[config.mk]
export PLATFORM = sky130hd
export DESIGN_NAME = issue_queue_ctrl
export DESIGN_NICKNAME = d
export VERILOG_FILES = /design/src/rtl/issue_queue_ctrl.sv
export SDC_FILE = /design/constraint.sdc
export NUM_CORES = 1
export LEC_CHECK = 0
export CORE_ASPECT_RATIO = 1.1
export CORE_MARGIN = 5
export CORE_UTILIZATION = 30
export DETAILED_ROUTE_END_ITERATION = 10
export DONT_BUFFER_PORTS = 1
export GPL_TIMING_DRIVEN = 0
export PLACE_DENSITY = 0.5
export RECOVER_POWER = 50
export SLEW_MARGIN = 20
export SYNTH_ARGS = -nofsm -noshare
export SYNTH_HDL_FRONTEND = slang
export SYNTH_SLANG_ARGS = --single-unit
[constraint.sdc]
create_clock -name clk -period 3.5 [get_ports clk]
set_input_delay 0.175 -clock clk [delete_from_list [all_inputs] [get_ports clk]]
set_output_delay 0.175 -clock clk [all_outputs]
set_load 0.01 [all_outputs]
[src/rtl/issue_queue_ctrl.sv]
// -----------------------------------------------------------------------------
// issue_queue_ctrl
//
// Occupancy and pointer controller for the circular issue queue that sits
// between decode and issue. It does not hold any instruction payload. It
// tracks head, tail and occupancy, produces per-lane write enables and slot
// indices for the storage array, and publishes a free-slot credit that decode
// uses to stall.
//
// Each cycle up to four in-order pushes arrive from decode and up to two
// in-order pops arrive from issue. Both requests are clamped against the
// occupancy registered at the start of the cycle:
//   - A pop cannot consume an entry that is pushed in the same cycle.
//   - A push gets no credit from a same-cycle pop.
// A flush empties the queue in one cycle and overrides any push or pop.
//
// Optional feature, selected by the macro IQ_CTRL_CHECK_EN:
//   defined   - err is a sticky flag. It sets on any non-flush cycle where
//               decode over-pushes or issue over-pops, and a simulation
//               $error reports the same event.
//   undefined - err is tied low and no check logic is built.
// Clamping of the requests is present in both builds.
//
// Parameters:
//   DEPTH   number of queue entries (power of two, >= 8)
//   PTR_W   pointer width, $clog2(DEPTH)
//
// Ports:
//   clk           in   core clock, rising edge
//   rst           in   asynchronous active-high reset
//   push_number   in   [2:0]  pushes requested this cycle (0..4)
//   pop_number    in   [1:0]  pops requested this cycle (0..2)
//   flush         in   empty the queue
//   iq_size_left  out  [2:0]  free-slot credit, saturated at 4
//   wr_en         out  [3:0]  per-lane slot write enable
//   wr_idx        out  [3:0][PTR_W-1:0]  per-lane slot index
//                      (lane k = tail + k, wrapping modulo DEPTH)
//   head_ptr      out  index of the oldest valid entry
//   tail_ptr      out  index of the next free slot
//   count         out  [PTR_W:0]  current occupancy (0..DEPTH)
//   empty         out  count == 0
//   full          out  count == DEPTH
//   err           out  sticky protocol error (0 unless IQ_CTRL_CHECK_EN)
// -----------------------------------------------------------------------------
module issue_queue_ctrl #(
  parameter int DEPTH = 16,
  parameter int PTR_W = $clog2(DEPTH)
) (
  input  logic                  clk,
  input  logic                  rst,
  input  logic [2:0]            push_number,
  input  logic [1:0]            pop_number,
  input  logic                  flush,
  output logic [2:0]            iq_size_left,
  output logic [3:0]            wr_en,
  output logic [3:0][PTR_W-1:0] wr_idx,
  output logic [PTR_W-1:0]      head_ptr,
  output logic [PTR_W-1:0]      tail_ptr,
  output logic [PTR_W:0]        count,
  output logic                  empty,
  output logic                  full,
  output logic                  err
);

  localparam int CNT_W = PTR_W + 1;
  localparam logic [CNT_W-1:0] DEPTH_C = CNT_W'(DEPTH);

  // ---------------------------------------------------------------------------
  // State
  // ---------------------------------------------------------------------------
  logic [PTR_W-1:0] head_ptr_reg, head_ptr_next;
  logic [PTR_W-1:0] tail_ptr_reg, tail_ptr_next;
  logic [CNT_W-1:0] count_reg,    count_next;

  // ---------------------------------------------------------------------------
  // Request clamping
  // ---------------------------------------------------------------------------
  logic [CNT_W-1:0] free_slots;
  logic [CNT_W-1:0] push_req;
  logic [CNT_W-1:0] pop_req;
  logic [CNT_W-1:0] push_eff;
  logic [CNT_W-1:0] pop_eff;

  // Widen the requests to count width. PTR_W is at least 3, so CNT_W is at
  // least 4 and both request fields fit.
  assign push_req   = CNT_W'(push_number);
  assign pop_req    = CNT_W'(pop_number);
  assign free_slots = DEPTH_C - count_reg;

  // Both clamps use only the occupancy registered at the start of the cycle.
  // This keeps same-cycle pushes out of reach of pops and gives no pop credit
  // to pushes.
  assign push_eff = (push_req > free_slots) ? free_slots : push_req;
  assign pop_eff  = (pop_req  > count_reg)  ? count_reg  : pop_req;

  // ---------------------------------------------------------------------------
  // Per-lane write enables and slot indices
  // ---------------------------------------------------------------------------
  // Each lane index wraps on its own through the natural PTR_W-bit overflow,
  // so a group of pushes can straddle DEPTH-1 -> 0 within a single cycle. The
  // indices are driven even on lanes whose write enable is low.
  genvar gi;
  generate
    for (gi = 0; gi < 4; gi++) begin : g_lane
      assign wr_idx[gi] = tail_ptr_reg + PTR_W'(gi);
      assign wr_en[gi]  = (push_eff > CNT_W'(gi)) && !flush;
    end
  endgenerate

  // ---------------------------------------------------------------------------
  // Next-state logic
  // ---------------------------------------------------------------------------
  // push_eff is at most 7 and pop_eff is at most 3. Both fit in PTR_W bits
  // (PTR_W >= 3), so the pointer adds can drop the top count bit. The count
  // itself never wraps, because the clamps keep it within 0..DEPTH.
  always_comb begin
    head_ptr_next = head_ptr_reg;
    tail_ptr_next = tail_ptr_reg;
    count_next    = count_reg;
    if (flush) begin
      head_ptr_next = '0;
      tail_ptr_next = '0;
      count_next    = '0;
    end else begin
      tail_ptr_next = tail_ptr_reg + push_eff[PTR_W-1:0];
      head_ptr_next = head_ptr_reg + pop_eff[PTR_W-1:0];
      count_next    = count_reg + push_eff - pop_eff;
    end
  end

  always_ff @(posedge clk or posedge rst) begin
    if (rst) begin
      head_ptr_reg <= '0;
      tail_ptr_reg <= '0;
      count_reg    <= '0;
    end else begin
      head_ptr_reg <= head_ptr_next;
      tail_ptr_reg <= tail_ptr_next;
      count_reg    <= count_next;
    end
  end

  // ---------------------------------------------------------------------------
  // Status outputs, all derived from the registered count
  // ---------------------------------------------------------------------------
  // The credit has no path from push_number or pop_number. Decode therefore
  // sees the credit from a pop one cycle after the pop, which is conservative
  // but always safe.
  assign iq_size_left = (free_slots > CNT_W'(4)) ? 3'd4 : free_slots[2:0];
  assign empty        = (count_reg == '0);
  assign full         = (count_reg == DEPTH_C);
  assign head_ptr     = head_ptr_reg;
  assign tail_ptr     = tail_ptr_reg;
  assign count        = count_reg;

  // ---------------------------------------------------------------------------
  // Optional protocol checker
  // ---------------------------------------------------------------------------
`ifdef IQ_CTRL_CHECK_EN
  logic err_reg;
  logic violation;

  // An over-request is an upstream bug even though the clamps keep the state
  // consistent. A flush cycle is exempt because it discards the requests.
  assign violation = !flush && ((push_req > free_slots) || (pop_req > count_reg));

  always_ff @(posedge clk or posedge rst) begin
    if (rst) begin
      err_reg <= 1'b0;
    end else if (violation) begin
      err_reg <= 1'b1;
    end
  end

  assign err = err_reg;

`ifndef SYNTHESIS
  always @(posedge clk) begin
    if (!rst && violation) begin
      $error("issue_queue_ctrl: protocol violation push=%0d pop=%0d count=%0d",
             push_number, pop_number, count_reg);
    end
  end
`endif
`else
  assign err = 1'b0;
`endif

endmodule

# After elaboration in Yosys (flattened, before gate mapping)
# Cells that the tools add are included.
[op_classes] add_sub_neg=8 n_lt_le_gt_ge=7 n_eq_ne=1 n_mux=6 n_reduce_logical=6
[op_table] cell="5-bit two-way mux" count=3
[op_table] cell="5-bit by 1-bit greater-than comparator with 1-bit output, second input constant" count=2
[op_table] cell="5-bit by 2-bit greater-than comparator with 1-bit output, second input constant" count=2
[op_table] cell="4-bit by 2-bit adder with 4-bit output, second input constant" count=2
[op_table] cell="4-bit adder" count=2
[op_table] cell="4-bit two-way mux" count=2
[op_table] cell="5-bit adder" count=1
[op_table] cell="5-bit equality test, second input constant" count=1
[op_table] cell="2-bit by 5-bit greater-than comparator with 1-bit output" count=1
[op_table] cell="3-bit by 5-bit greater-than comparator with 1-bit output" count=1
[op_table] cell="5-bit by 3-bit greater-than comparator with 1-bit output, second input constant" count=1
[op_table] cell="5-bit zero test" count=1
[op_table] cell="5-bit subtractor" count=1
[op_table] cell="5-bit subtractor, first input constant" count=1
[op_table] cell="4-bit by 1-bit adder with 4-bit output, second input constant" count=1
[op_table] cell="1-bit logical AND" count=4
[op_table] cell="3-bit two-way mux" count=1
[op_table] cell="1-bit zero test" count=1
[totals] regBits=13 out_inout_bits=39 wordCells=31

# Logic depth before layout (Yosys ltp)
[logic_depth] word_depth=6 ltp_mapped=18

# Worst setup path after synthesis
# OpenSTA, ideal clock, no wires.
[synth_timing] kind="flip-flop to flip-flop" from="reg count_reg[0] (netlist: count[0])" to="reg count_reg[4] (netlist: count[4])" setup_time_ns=0.132 arrival_ns=3.418 path_slack_ns=-0.049 path_stages_with_launch=17 n_path_buf=1 period_less_slack_ns=3.549 path_cell_list="dfrtp_1 inv_1 ha_1 buf_2 and3_1 ha_1 and2b_2 o221ai_1 a21bo_2 inv_1 fa_1 fa_1 inv_1 a21o_1 a21oi_1 xnor2_1 nor2_1"
[synth_via] elab_chain_cells=6
[synth_rtl] item="from (decl)" line_no="73" rtl="logic [CNT_W-1:0] count_reg, count_next;"
[synth_rtl] item="from (signal assigned)" line_no="139" rtl="count_reg <= count_next;"
[synth_rtl] item="5-bit subtractor" line_no="88" rtl="assign free_slots = DEPTH_C - count_reg;"
[synth_rtl] item="3-bit by 5-bit greater-than comparator with 1-bit output" line_no="93" rtl="assign push_eff = (push_req > free_slots) ? free_slots : push_req;"
[synth_rtl] item="5-bit two-way mux" line_no="93"
[synth_rtl] item="5-bit adder" line_no="127" rtl="count_next = count_reg + push_eff - pop_eff;"
[synth_rtl] item="5-bit subtractor (*)" line_no="127"
[synth_rtl] item="5-bit two-way mux (*)" line_no="120" rtl="if (flush) begin"
[synth_rtl] item="named net count_next[4]" line_no="73"
# Mark *: on every way through the listed nets, which the timed path passes. The rest lies on a longest branch.

# Worst setup path after layout
[layout_timing] from="reg count_reg[0] (netlist: count[0])" to="reg count_reg[3] (netlist: count[3])"
# Same word-level chain as after synthesis.

==> flow_metrics.env <==
export IMPL_post_synth_top_area_cell="dfrtp_1"
export IMPL_synth_edf_count=0
export IMPL_cts_buffers=3
export IMPL_final_antenna_net_count=0
export IMPL_core_um2=4652
export IMPL_highest_layer="met4"
export IMPL_largest_reg_flops=5
export IMPL_path_cells="inv_4 > ha_4 > and3_4 > ha_4 > and2b_2 > o221ai_1 > a21bo_2 > inv_2 > fa_2 > inv_1 > ha_1 > a21o_1 > a21oi_2 > xor2_1 > nor2_1"
export IMPL_timing_rr_end="count[3]$_DFF_PP0_"
export IMPL_final_cell_mix="inv_1, ha_1, nor2_1, buf_4, dfrtp_1"
export IMPL_fillers=472
export IMPL_hp_class="in -> reg"
export IMPL_rsz0062_at_grt="yes"
export IMPL_crit_path_top_delay_cell="fa_2"
export IMPL_io_buffers=0
export IMPL_postSynth_asyncResetShare_pct=100.0
export IMPL_grt_pass1_wl_um=5630
export IMPL_rows=26
export IMPL_grt_usage_pct=10.98
export IMPL_crit_path_frequent_cell="ha_4"
export IMPL_fmaxAchievable_mhz=294.5
export IMPL_die_h_um=82.67
export IMPL_fin_util_pct=37.20
export IMPL_dp_hpwl_um=2843
export IMPL_dominantRegCellSynth="dfrtp_1"
export IMPL_synth_cell_area_um2=1440
export IMPL_grt_pass1_vias=1162
export IMPL_end_kind="flip-flop"
export IMPL_grt_antenna_before_repair=0
export IMPL_slew_headroom_pct=60.42
export IMPL_worstRegToRegCells=15
export IMPL_die_w_um=76.06
export IMPL_drc=0
export IMPL_pin_count=47
export IMPL_antenna_cells=0
export IMPL_leakagePower_nw=0.8387
export IMPL_met2_length_um=1992
export IMPL_routed_wl_um=3713
export IMPL_skew_ns=0.002319
export IMPL_syn_instance_count=161
export IMPL_synth_cell_types=39
export IMPL_seq_area_frac_synth_pct=22.59
export IMPL_viasPerCell=4.879
export IMPL_finalPower_w=0.001979
export IMPL_setup_viol=0
export IMPL_holdPathEnd="count[3]$_DFF_PP0_"
export IMPL_met1Wirelength_um=1504
export IMPL_yosys_top_cells_area="dfrtp_1, ha_1, inv_1"
export IMPL_hold_path_depth=2
export IMPL_cts_clk_slew_worst_paths_ns=0.06
export IMPL_critPathArrivalTime_ns=3.50
export IMPL_worstReg2RegStart="count[0]$_DFF_PP0_"
export IMPL_r2r_setup_slack_ns=0.10
export IMPL_dr_pass1_iters=4
export IMPL_cts_tree="done"
export IMPL_ys_ff_latch=13
export IMPL_root_buffer="clkbuf_8"
export IMPL_grt_ovfl_total=0
export IMPL_synth_top_area_share_pct=22.59
export IMPL_wl_per_cell_um=16.07
export IMPL_start_kind="flip-flop"
export IMPL_hold_start="flush"
export IMPL_drv_slew=0
export IMPL_worst_slack_ns=0.1046
export IMPL_required_ns=3.61
export IMPL_dp_slack_ns=-0.3945
export IMPL_die_area_um2=6288
export IMPL_htreeDepth=1
export IMPL_layout_commonest_cell="inv_1"
export IMPL_drt_first_iter_violations=28
export IMPL_crit_type="reg -> reg"
export IMPL_cap_violations=0
export IMPL_ir_drop_v=0.0002113
export IMPL_cts_sinks=13
export IMPL_vias=1127
export IMPL_ys_warn_count=0
export IMPL_cts_max_path_buffers=2
export IMPL_synth_area_per_cell_um2=8.945
export IMPL_drive_gt1_share_pct=28.57
export IMPL_slowest_delay_ns=0.57
export IMPL_fin_crit_ns=3.395
export IMPL_fin_setup_tns_ns=0
export IMPL_grt_max_degree=14
export IMPL_cp_max_fo=8
export IMPL_clk_latency_ns=0.24
export IMPL_syn2layout_area_growth_pct=20.16
export IMPL_finalCritPeriodShare_pct=97.01
export IMPL_tightest_slew_ns=0.5860
export IMPL_status="finished, final reports clean"
export IMPL_wl_met3_um=190
export IMPL_initial_utilization_pct=30.96
export IMPL_hold_violations=0
export IMPL_gp_congestion=0.7288
export IMPL_nets=212
export IMPL_power_density_nw_per_um2=1143
==> cells in the mapped netlist (2+ instances only) <==
cell type,number
nor2_1,16
conb_1,2
xnor2_1,7
nor3_1,2
a21o_1,4
inv_1,27
xor2_1,9
nand2_1,4
and3_1,2
dfrtp_1,13
buf_2,2
a21oi_1,6
buf_4,7
o2111ai_1,2
nor2b_1,5
ha_1,24
o21ai_0,4
fa_1,4
==> timing repair <==
| item | 4_1_cts | 5_1_grt |
|---|---|---|
| endpoints found under the hold margin | 17 | 0 |
| gates resized for setup | 13 | 13 |
| buffers inserted | 2 | 6 |
| setup endpoints to repair | 4 | 2 |
| pin swaps | 3 | 12 |
| hold buffers | 2 | 0 |
| gates cloned | 0 | 0 |
==> power breakdown <==
part	total, W	internal, W	switching [W]
clock	0.000133	0.0000802	0.0000527
combinational	0.00148	0.000688	0.000788
sequential	0.000370	0.000220	0.000150
==> through the flow <==
stage                     cells  instance area [um^2]  hold slack, ns
after floorplan             162                  1445         0.05189
after global placement      218                  1515          0.1210
after detailed placement    218                  1515          0.1252
after CTS                   225                  1633          0.3466
after global routing        231                  1730          0.3967
final                       231                  1730          0.3452
==> routing by layer <==
metal / up-vias / global-route usage [%]
li1: 551 / -
met1: 545 / 11.61
met2: 29 / 21.83
met3: 2 / 2.820
met4: 0 / 2.622
met5: - / 0
==> layout make-up <==
| cell class | count | area, um^2 | area share (%) |
|---|---|---|---|
| Clock buffer | 4 | 45.04 | 2.603 |
| Inverter | 27 | 106.4 | 6.146 |
| Multi-Input combinational cell | 112 | 1040 | 60.09 |
| Tap cell | 56 | 70.07 | 4.049 |
| Buffer | 9 | 61.31 | 3.543 |
| Timing Repair Buffer | 10 | 80.08 | 4.628 |
| Sequential cell | 13 | 327.8 | 18.94 |
==> kinds of logic (layout without fill, tap and decap cells) <==
kind of cell | Yosys count | in the layout | share of synthesized area (%)
XOR/XNOR | 16 | 16 | 9.731
other | 2 | 3 | 0.5215
adder cells (fa/ha/maj) | 28 | 28 | 26.41
AND/OR/NAND/NOR | 36 | 36 | 13.21
flip-flops | 13 | 13 | 22.59
buffers and inverters | 37 | 50 | 11.64
AO/OA/AOI/OAI | 29 | 29 | 15.90
==> worst max-delay path by stage <==
stage	from	endpoint	slack (ns)	cells past startpoint
2_1_floorplan	count[1]$_DFF_PP0_	count[4]$_DFF_PP0_	0.02	16
3_3_place_gp	count[1]$_DFF_PP0_	count[4]$_DFF_PP0_	-0.34	16
3_5_place_dp	count[1]$_DFF_PP0_	count[4]$_DFF_PP0_	-0.39	16
4_1_cts	count[1]$_DFF_PP0_	count[3]$_DFF_PP0_	-0.002	15
5_1_grt	count[0]$_DFF_PP0_	count[4]$_DFF_PP0_	-0.04	16
6_report	count[0]$_DFF_PP0_	count[3]$_DFF_PP0_	0.10	15
==> critical path, delay by kind of cell, from the launching register on <==
family	cells	cell delay, ns
buf+inv	3	0.25
compound gates	4	0.58
xor+xnor	1	0.15
simple gates	3	0.46
flops	1	0.52
fa+ha+maj	4	1.27
No activity file was read; power rests on OpenSTA's default activity.
